--- src/rtl/uart_pkg.sv ---
// Shared definitions for the UART receive path: state encoding, frame
// defaults, parity types and the oversampling rates the receiver supports.
package uart_pkg;

    localparam int DATA_WIDTH_DEF = 8;
    localparam int PRESCALE_W_DEF = 6;

    localparam int PRESCALE_8  = 8;
    localparam int PRESCALE_16 = 16;
    localparam int PRESCALE_32 = 32;

    localparam logic PAR_EVEN = 1'b0;
    localparam logic PAR_ODD  = 1'b1;

    typedef enum logic [2:0] {
        IDLE   = 3'd0,
        START  = 3'd1,
        DATA   = 3'd2,
        PARITY = 3'd3,
        STOP   = 3'd4
    } rx_state_e;

    function automatic logic majority3(input logic a, input logic b, input logic c);
        return (a & b) | (a & c) | (b & c);
    endfunction

    function automatic logic is_legal_prescale(input int prescale);
        return (prescale == PRESCALE_8) || (prescale == PRESCALE_16) ||
               (prescale == PRESCALE_32);
    endfunction

    function automatic logic expected_parity(input logic data_xor, input logic par_typ);
        return (par_typ == PAR_ODD) ? ~data_xor : data_xor;
    endfunction

endpackage

--- src/rtl/uart_rx_sampler.sv ---
// Three-point majority voter around mid-bit: samples RX at H-1, H, H+1 and
// resolves the bit at H+2 (H = prescale/2), holding the result until the next vote.
module uart_rx_sampler
    import uart_pkg::*;
#(
    parameter int PRESCALE_W = PRESCALE_W_DEF
) (
    input  logic                  CLK,
    input  logic                  RST,
    input  logic                  i_rx,
    input  logic [PRESCALE_W-1:0] i_edge_cnt,
    input  logic [PRESCALE_W-1:0] i_prescale,
    output logic                  o_sampled_bit,
    output logic                  o_sample_done
);

    logic [PRESCALE_W-1:0] w_half;
    logic                  w_at_s0;
    logic                  w_at_s1;
    logic                  w_at_s2;
    logic                  w_at_vote;
    logic                  w_majority;

    logic [2:0]            r_samples;
    logic                  r_bit;

    assign w_half    = i_prescale >> 1;
    assign w_at_s0   = (i_edge_cnt == (w_half - PRESCALE_W'(1)));
    assign w_at_s1   = (i_edge_cnt == w_half);
    assign w_at_s2   = (i_edge_cnt == (w_half + PRESCALE_W'(1)));
    assign w_at_vote = (i_edge_cnt == (w_half + PRESCALE_W'(2)));

    assign w_majority = majority3(r_samples[0], r_samples[1], r_samples[2]);

    // NOTE: state is updated only with non-blocking assignments so every
    // register sees pre-edge values, independent of process evaluation order.
    always_ff @(posedge CLK or negedge RST) begin
        if (!RST) begin
            r_samples <= '0;
            r_bit     <= 1'b0;
        end else begin
            if (w_at_s0) r_samples[0] <= i_rx;
            if (w_at_s1) r_samples[1] <= i_rx;
            if (w_at_s2) r_samples[2] <= i_rx;
            if (w_at_vote) r_bit <= w_majority;
        end
    end

    // The vote is forwarded combinationally on its own cycle so the FSM can
    // act at H+2; afterwards the registered copy holds it for the rest of the bit.
    assign o_sample_done = w_at_vote;
    assign o_sampled_bit = w_at_vote ? w_majority : r_bit;

endmodule

--- src/rtl/uart_rx_fsm.sv ---
// UART receiver: start-bit detection, LSB-first deserialization, parity and
// stop checks, with registered one-cycle Data_Valid / Par_err / Stop_err strobes.
module uart_rx_fsm
    import uart_pkg::*;
#(
    parameter int DATA_WIDTH = DATA_WIDTH_DEF,
    parameter int PRESCALE_W = PRESCALE_W_DEF
) (
    input  logic                  CLK,
    input  logic                  RST,
    input  logic                  RX_IN,
    input  logic                  PAR_EN,
    input  logic                  PAR_TYP,
    input  logic [PRESCALE_W-1:0] Prescale,
    output logic [DATA_WIDTH-1:0] P_DATA,
    output logic                  Data_Valid,
    output logic                  Par_err,
    output logic                  Stop_err
);

    localparam int BIT_CNT_W = (DATA_WIDTH > 1) ? $clog2(DATA_WIDTH) : 1;
    localparam logic [BIT_CNT_W-1:0] LAST_BIT = BIT_CNT_W'(DATA_WIDTH - 1);

    rx_state_e             r_state;
    rx_state_e             w_next_state;

    logic [PRESCALE_W-1:0] r_edge_cnt;
    logic [BIT_CNT_W-1:0]  r_bit_cnt;
    logic [DATA_WIDTH-1:0] r_shift;
    logic                  r_par_en;
    logic                  r_par_typ;
    logic [PRESCALE_W-1:0] r_prescale;
    logic                  r_par_mismatch;

    logic [DATA_WIDTH-1:0] r_p_data;
    logic                  r_data_valid;
    logic                  r_par_err;
    logic                  r_stop_err;

    logic                  w_sampled_bit;
    logic                  w_sample_done;
    logic                  w_edge_last;
    logic                  w_last_bit;
    logic                  w_cfg_legal;
    logic                  w_start_frame;
    logic                  w_frame_done;

    uart_rx_sampler #(
        .PRESCALE_W (PRESCALE_W)
    ) u_sampler (
        .CLK           (CLK),
        .RST           (RST),
        .i_rx          (RX_IN),
        .i_edge_cnt    (r_edge_cnt),
        .i_prescale    (r_prescale),
        .o_sampled_bit (w_sampled_bit),
        .o_sample_done (w_sample_done)
    );

    assign w_edge_last = (r_edge_cnt == (r_prescale - PRESCALE_W'(1)));
    assign w_last_bit  = (r_bit_cnt == LAST_BIT);
    assign w_cfg_legal = is_legal_prescale(int'(r_prescale));

    always_ff @(posedge CLK or negedge RST) begin
        if (!RST) begin
            r_state <= IDLE;
        end else begin
            r_state <= w_next_state;
        end
    end

    // NOTE: every output of this block gets a default before the case, so no
    // path leaves a signal unassigned and no latch is inferred.
    always_comb begin
        w_next_state  = r_state;
        w_start_frame = 1'b0;
        w_frame_done  = 1'b0;
        case (r_state)
            IDLE: begin
                if (!RX_IN) begin
                    w_next_state  = START;
                    w_start_frame = 1'b1;
                end
            end
            START: begin
                if (w_sample_done && w_sampled_bit) begin
                    w_next_state = IDLE;
                end else if (w_edge_last) begin
                    // An unsupported rate would only deserialize garbage; drop the frame.
                    w_next_state = w_cfg_legal ? DATA : IDLE;
                end
            end
            DATA: begin
                if (w_edge_last && w_last_bit) begin
                    w_next_state = r_par_en ? PARITY : STOP;
                end
            end
            PARITY: begin
                if (w_edge_last) begin
                    w_next_state = STOP;
                end
            end
            STOP: begin
                if (w_edge_last) begin
                    w_frame_done = 1'b1;
                    if (!RX_IN) begin
                        w_next_state  = START;
                        w_start_frame = 1'b1;
                    end else begin
                        w_next_state = IDLE;
                    end
                end
            end
            default: begin
                w_next_state = IDLE;
            end
        endcase
    end

    // The cycle that detects the start edge is edge 0, so the counter
    // resumes at 1 when a frame begins.
    always_ff @(posedge CLK or negedge RST) begin
        if (!RST) begin
            r_edge_cnt <= '0;
        end else if (w_start_frame) begin
            r_edge_cnt <= PRESCALE_W'(1);
        end else if (w_next_state == IDLE || w_edge_last) begin
            r_edge_cnt <= '0;
        end else begin
            r_edge_cnt <= r_edge_cnt + PRESCALE_W'(1);
        end
    end

    always_ff @(posedge CLK or negedge RST) begin
        if (!RST) begin
            r_bit_cnt <= '0;
        end else if (r_state != DATA) begin
            r_bit_cnt <= '0;
        end else if (w_edge_last) begin
            r_bit_cnt <= w_last_bit ? '0 : r_bit_cnt + BIT_CNT_W'(1);
        end
    end

    always_ff @(posedge CLK or negedge RST) begin
        if (!RST) begin
            r_par_en   <= 1'b0;
            r_par_typ  <= 1'b0;
            r_prescale <= '0;
        end else if (w_start_frame) begin
            r_par_en   <= PAR_EN;
            r_par_typ  <= PAR_TYP;
            r_prescale <= Prescale;
        end
    end

    always_ff @(posedge CLK or negedge RST) begin
        if (!RST) begin
            r_shift <= '0;
        end else if (r_state == DATA && w_sample_done) begin
            r_shift <= {w_sampled_bit, r_shift[DATA_WIDTH-1:1]};
        end
    end

    always_ff @(posedge CLK or negedge RST) begin
        if (!RST) begin
            r_par_mismatch <= 1'b0;
        end else if (w_start_frame) begin
            r_par_mismatch <= 1'b0;
        end else if (r_state == PARITY && w_sample_done) begin
            r_par_mismatch <= (expected_parity(^r_shift, r_par_typ) != w_sampled_bit);
        end
    end

    always_ff @(posedge CLK or negedge RST) begin
        if (!RST) begin
            r_p_data     <= '0;
            r_data_valid <= 1'b0;
            r_par_err    <= 1'b0;
            r_stop_err   <= 1'b0;
        end else begin
            r_data_valid <= 1'b0;
            r_par_err    <= 1'b0;
            r_stop_err   <= 1'b0;
            if (w_frame_done) begin
                r_stop_err <= ~w_sampled_bit;
                r_par_err  <= r_par_en & r_par_mismatch;
                if (w_sampled_bit && !(r_par_en && r_par_mismatch)) begin
                    r_data_valid <= 1'b1;
                    r_p_data     <= r_shift;
                end
            end
        end
    end

    assign P_DATA     = r_p_data;
    assign Data_Valid = r_data_valid;
    assign Par_err    = r_par_err;
    assign Stop_err   = r_stop_err;

endmodule

--- config.mk ---
export PLATFORM = sky130hd
export DESIGN_NAME = uart_rx_fsm
export DESIGN_NICKNAME = d
export VERILOG_FILES = /design/src/rtl/uart_pkg.sv /design/src/rtl/uart_rx_sampler.sv /design/src/rtl/uart_rx_fsm.sv
export SDC_FILE = /design/constraint.sdc
export NUM_CORES = 1
export LEC_CHECK = 0
export ABC_AREA = 0
export ABC_CLOCK_PERIOD_IN_PS = 8100
export CORE_MARGIN = 2
export CORE_UTILIZATION = 35
export DETAILED_ROUTE_END_ITERATION = 8
export MAX_ROUTING_LAYER = met4
export PLACE_DENSITY_LB_ADDON = 0.1
export SLEW_MARGIN = 5
export SYNTH_ARGS = -nofsm -noshare
export SYNTH_HDL_FRONTEND = slang
export SYNTH_SLANG_ARGS = --single-unit
--- constraint.sdc ---
create_clock -name CLK -period 8.1 [get_ports CLK]
set_clock_uncertainty 0.15 [all_clocks]
set_input_delay 1.62 -clock CLK [delete_from_list [all_inputs] [get_ports CLK]]
set_output_delay 1.62 -clock CLK [all_outputs]
set_load 0.01 [all_outputs]
==> impl_metrics.toml <==
[run_status]
status = "finished clean"

[drt]
routed.top_layer = "met4"
dr.pass1.iters = 4
vias = 1766
drc_errors = 0
dr_wl_met2_um = 2396
ant_nets = 0
viasPerCell = 4.933
wl_per_cell_um = 14.89
m1WireLength_um = 2721
drt-initial-drc-count = 75
drt-total-wl_um = 5331
routed-wl-met3_um = 175

[timing]
setup_ws_ps = 4854
worst_pin_slew_ps = 984.8
whs_ps = 338.2
setup_violations = 0
slew_headroom_pct = 34.35
period_minus_slack_ps = 3246
fmax_mhz = 308.1
rsz0062_at_grt = "no"
finalCritPeriodShare_pct = 40.07
setup_tns_ps = 0
finalMaxSlewViolations = 0
hold_viol = 0

[clocking]
clk_latency_ps = 290
postCtsSetupBuffers = 0
cts_buffer_depth = 2
cts_root_buf = "clkbuf_8"
ctsHoldBuffers = 0
cts_inserted_buffers = 5
cts_resized = 0
clk_pin_slew_ps = 80
cts_tree = "yes"
htree_num_levels = 2
clock-sinks = 44

[worst_setup_path]
cp-start-kind = "flop"
end_kind = "flop"
worst-path-max-fanout = 14
critPathRequiredTime_ps = 8130
critPathArrivalTime_ps = 3280
critPathKind = "flop to flop"

[placement]
dp_slack_ps = 4723
hpwl_um = 3806
place.gp.congestion = 0.8130
place_inst = 350
port_buffers = 21

[synthesis]
synthArstFlopShare_pct = 100.0
synth_top_area_cell = "dfrtp_1"
synth_area_leaders = "dfrtp_1, mux2_2, xnor2_1"
synth_top_area_share_pct = 42.70
ys.flop_type = "dfrtp_1"
synthTopCellsByCount = "dfrtp_1, mux2_2, nor2_1, xnor2_1, xor2_1"
synth.avg_cell_area_um2 = 10.70
synth_nets = 263
yosys.cell_count.top_type = "dfrtp_1"
synth-edff-count = 0
yosysSeqAreaShare_pct = 42.70
syn_area_um2 = 2579
ys_types = 51
syn_inst = 241
synth-seq-cells = 44
ys_warn_count = 0

[floorplanning]
chipHeight_um = 89.84
initial_core_util_pct = 35.94
core_area_um2 = 7176
io_pins = 22
rows = 31
chipWidth_um = 89.84
dieArea_um2 = 8070

[final_layout]
fin_cells = 358
drive_gt1_share_pct = 16.60
multi_input_comb_area_um2 = 1381
nFillCells = 688
area_growth_pct = 14.80
num_antenna_cells = 0
final_nets = 280
regArea_um2 = 1101
final_util_pct = 41.26

[grt]
grt_max_degree = 45
grt_pass1_wl_um = 9273
grt_pass1_vias = 1790
antenna_found_initial = 0
overflow = 0
track_usage_pct = 14.73

[min_path]
hp-class = "flop to flop"

[power]
max-vdd-ir-drop_v = 0.0001284
p_leak_nw = 1.287
power_density_nw_per_um2 = 312.5

[run]
drv_cap = 0
==> power by group <==
part	leakage (nW)	internal (mW)	switching, mW
logic	0.650	0.185	0.214
clock network	0.0552	0.0916	0.0753
registers	0.581	0.263	0.0960
==> kinds of logic (layout without fill, tap and decap cells) <==
group | after synthesis | count (layout) | synth area share [%]
simple gates | 64 | 64 | 12.76
buf+inv | 22 | 40 | 3.736
xor+xnor | 31 | 31 | 10.82
flops | 44 | 44 | 42.70
fa+ha+maj | 12 | 12 | 5.725
mux | 29 | 29 | 12.52
compound gates | 39 | 39 | 11.74
==> per-layer routing <==
metal	global-route usage, %	up-vias
met3	2.934	5
met2	21.84	25
met5	-	-
met4	3.846	0
met1	20.76	858
li1	-	878
==> layout by cell type, fill, tap and decap left out, types with 2 or more instances in the layout <==
cell type | Yosys | layout
mux2_2 | 26 | 26
dfrtp_1 | 44 | 44
a211oi_1 | 5 | 5
clkdlybuf4s50_1 | 0 | 20
nand4_1 | 2 | 2
and3_1 | 2 | 2
nand3_1 | 8 | 8
a21oi_1 | 7 | 7
nor2_1 | 19 | 19
o211ai_1 | 3 | 3
mux2i_1 | 3 | 3
xor2_1 | 14 | 14
nor3_1 | 3 | 3
nand4b_1 | 2 | 2
nand2_1 | 12 | 12
o21ai_0 | 7 | 7
clkbuf_8 | 0 | 5
inv_1 | 11 | 11
or2_2 | 2 | 2
or3_1 | 2 | 2
xnor2_1 | 16 | 16
nor3b_1 | 3 | 3
nor2b_1 | 3 | 3
ha_1 | 11 | 11
==> stage by stage <==
| step | total power, mW | instance area [um^2] |
|---|---|---|
| finish | 0.9250 | 2960 |
| global route | 1.010 | 2960 |
| CTS | 0.9351 | 2960 |
| detailed placement | 0.7627 | 2853 |
| global placement | 0.7571 | 2853 |
| floorplan | 0.6723 | 2579 |
==> flip-flops by register name, indices dropped and copies added (netlist names) <==
register	flops
u_sampler.r_samples	3
P_DATA	8
u_sampler.r_bit	1
r_bit_cnt	3
Stop_err	1
r_state	3
r_edge_cnt	6
Par_err	1
r_par_en	1
r_shift	8
r_par_typ	1
r_par_mismatch	1
r_prescale	6
Data_Valid	1
==> area by class of cell <==
cell class | count | area share [%]
sequential | 44 | 37.19
multi-input combinational | 175 | 46.66
clock inverter | 2 | 1.183
clock buffer | 6 | 2.451
timing repair buffer | 21 | 6.932
inverter | 11 | 1.395
tap | 99 | 4.184
==> worst paths after layout <==
check | startpoint | to | slack [ps] | cells past startpoint
min in group asynchronous | RST | u_sampler.r_samples[1]$_DFFE_PN0N_ | 1320 | 1
hold reg to reg | u_sampler.r_bit$_DFF_PN0_ | Stop_err$_DFF_PN0_ | 340 | 1
max in group asynchronous | RST | r_par_mismatch$_DFFE_PN0P_ | 5860 | 1
hold / removal | u_sampler.r_bit$_DFF_PN0_ | Stop_err$_DFF_PN0_ | 340 | 1
setup / recovery | r_prescale[1]$_DFFE_PN0P_ | r_prescale[1]$_DFFE_PN0P_ | 4850 | 8
setup reg to reg | r_prescale[1]$_DFFE_PN0P_ | r_prescale[1]$_DFFE_PN0P_ | 4850 | 8
==> worst max-delay path, stage by stage (launching register included) <==
cell and delay (ps):
dfrtp_1 490, inv_1 160, ha_1 320, xor2_1 150, nand2_1 90, a2111oi_2 460, nand3_1 490, a21o_1 480
mux2_2 330
(Power assumes the default switching activity.)
==> RTL edit, RTL diff (config.mk and constraints unchanged) <==
Set the package constant `PRESCALE_W_DEF` to 12 (it was 6).
--- a/src/rtl/uart_pkg.sv
+++ b/src/rtl/uart_pkg.sv
@@ -3,7 +3,7 @@
 package uart_pkg;
 
     localparam int DATA_WIDTH_DEF = 8;
-    localparam int PRESCALE_W_DEF = 6;
+    localparam int PRESCALE_W_DEF = 12;
 
     localparam int PRESCALE_8  = 8;
     localparam int PRESCALE_16 = 16;
Ports: changed (resized Prescale); port bits go from 22 to 28. No check against the original RTL was run, so the function may have changed too.
==> RTL edit against the unedited design <==
Synthesized area increased by 48%; power increased by 50%; critical path depth increased by 2; design area increased by 43%; via count increased by 62%; wire length increased by 74%; synthesized cell count increased by 61%; maximum frequency decreased by 17%; hold slack improved by 29 ps; sequential cell count increased by 12; die area increased by 46%; setup slack got worse by 660 ps; clock power increased by 13%; critical endpoint is now r_prescale[8].
==> RTL edit: results (changes against the unedited design) <==
Total number of vias: 2865 (+62%)
Top cells by count, synth: dfrtp_1 (56), xnor2_1 (38), mux2_2 (33)
WL met1: 4470 um (+64%)
Status: finished clean
Filler cells: 1134 (+65%)
GPL Wtd Cong: 0.838 (+3.1%)
Crit-path max cell delay: 590 ps (+100 ps)
Slowest cell on the critical path: or4_1
Routed length on met3: 316 um (+81%)
Area of the multi-input gates: 2210 um2 (+60%)
Worst Path Max Fanout: 12 (-2)
Worst reg2reg path endpoint: r_prescale[8]
Share of cells above drive strength 1: 0.132 (-0.0339)
WHS Endpoint: P_DATA[2]
Post-synthesis sequential area ratio: 0.367 (-0.0596)
Nets: 429 (+53%)
Initial DRC count: 128 (+71%)
GRT met1 Usage: 0.231 (+0.0230)
Drt via density: 5.30 (+7.4%)
DP Cell Count: 533 (+52%)
Largest net degree at the start of global routing: 57 (+27%)
Grt met2 use: 0.269 (+0.0508)
GRT Overall Usage: 0.172 (+0.0248)
Wire length on met2: 4320 um (+80%)
Post-DP Area: 4120 um2 (+44%)
Hold_ws: 367 ps (+28.7 ps)
Leak: 0.00174 uW (+35%)
Final worst-path cycle share: 0.483 (+0.0819)
Worst-Margin Slew: 987 ps (+2.16 ps)
Dpl ws: 4140 ps (-583 ps)
R2R depth: 10 (+2)
CP arrival: 3960 ps (+680 ps)
Post-synth cell types: 55 (+7.8%)
Clock transition at path regs: 100 ps (+20 ps)
Top delay family on crit path: simple AND/OR/NAND/NOR gates
CP startpoint: r_prescale[2]
RTL edit: cell count changes after synthesis, moves of 8 or more:
cell     delta
dfrtp_1    +12
nand2_1    +10
nand3_1    +11
nand4_1     +8
nor3_1     +17
xnor2_1    +22
xor2_1      +9
RTL edit: cell families after synthesis:
logic type                 after synthesis  share of synthesized area
muxes                                   37                      0.108
DFF                                     56                      0.367
and+or+nand+nor                        129                      0.186
AOI/OAI and AO/OA                       54                     0.0968
buffers and inverters                   38                     0.0544
xor gates and xnor gates                63                      0.149
adders and majority gates               12                     0.0394
RTL edit: layout make-up:
cell class / count / area share
inverters: 12 / 0.0107
well taps: 140 / 0.0414
flip-flops and latches: 56 / 0.332
clock inverters: 2 / 0.00918
clock buffers: 6 / 0.0172
repair buffers: 30 / 0.0681
multi-input cells: 295 / 0.522
RTL edit: power breakdown:
part           internal (uW)  leakage, uW  switching (uW)
clock                   93.7    0.0000558            94.2
combinational            320     0.000944             366
sequential               341     0.000736             172
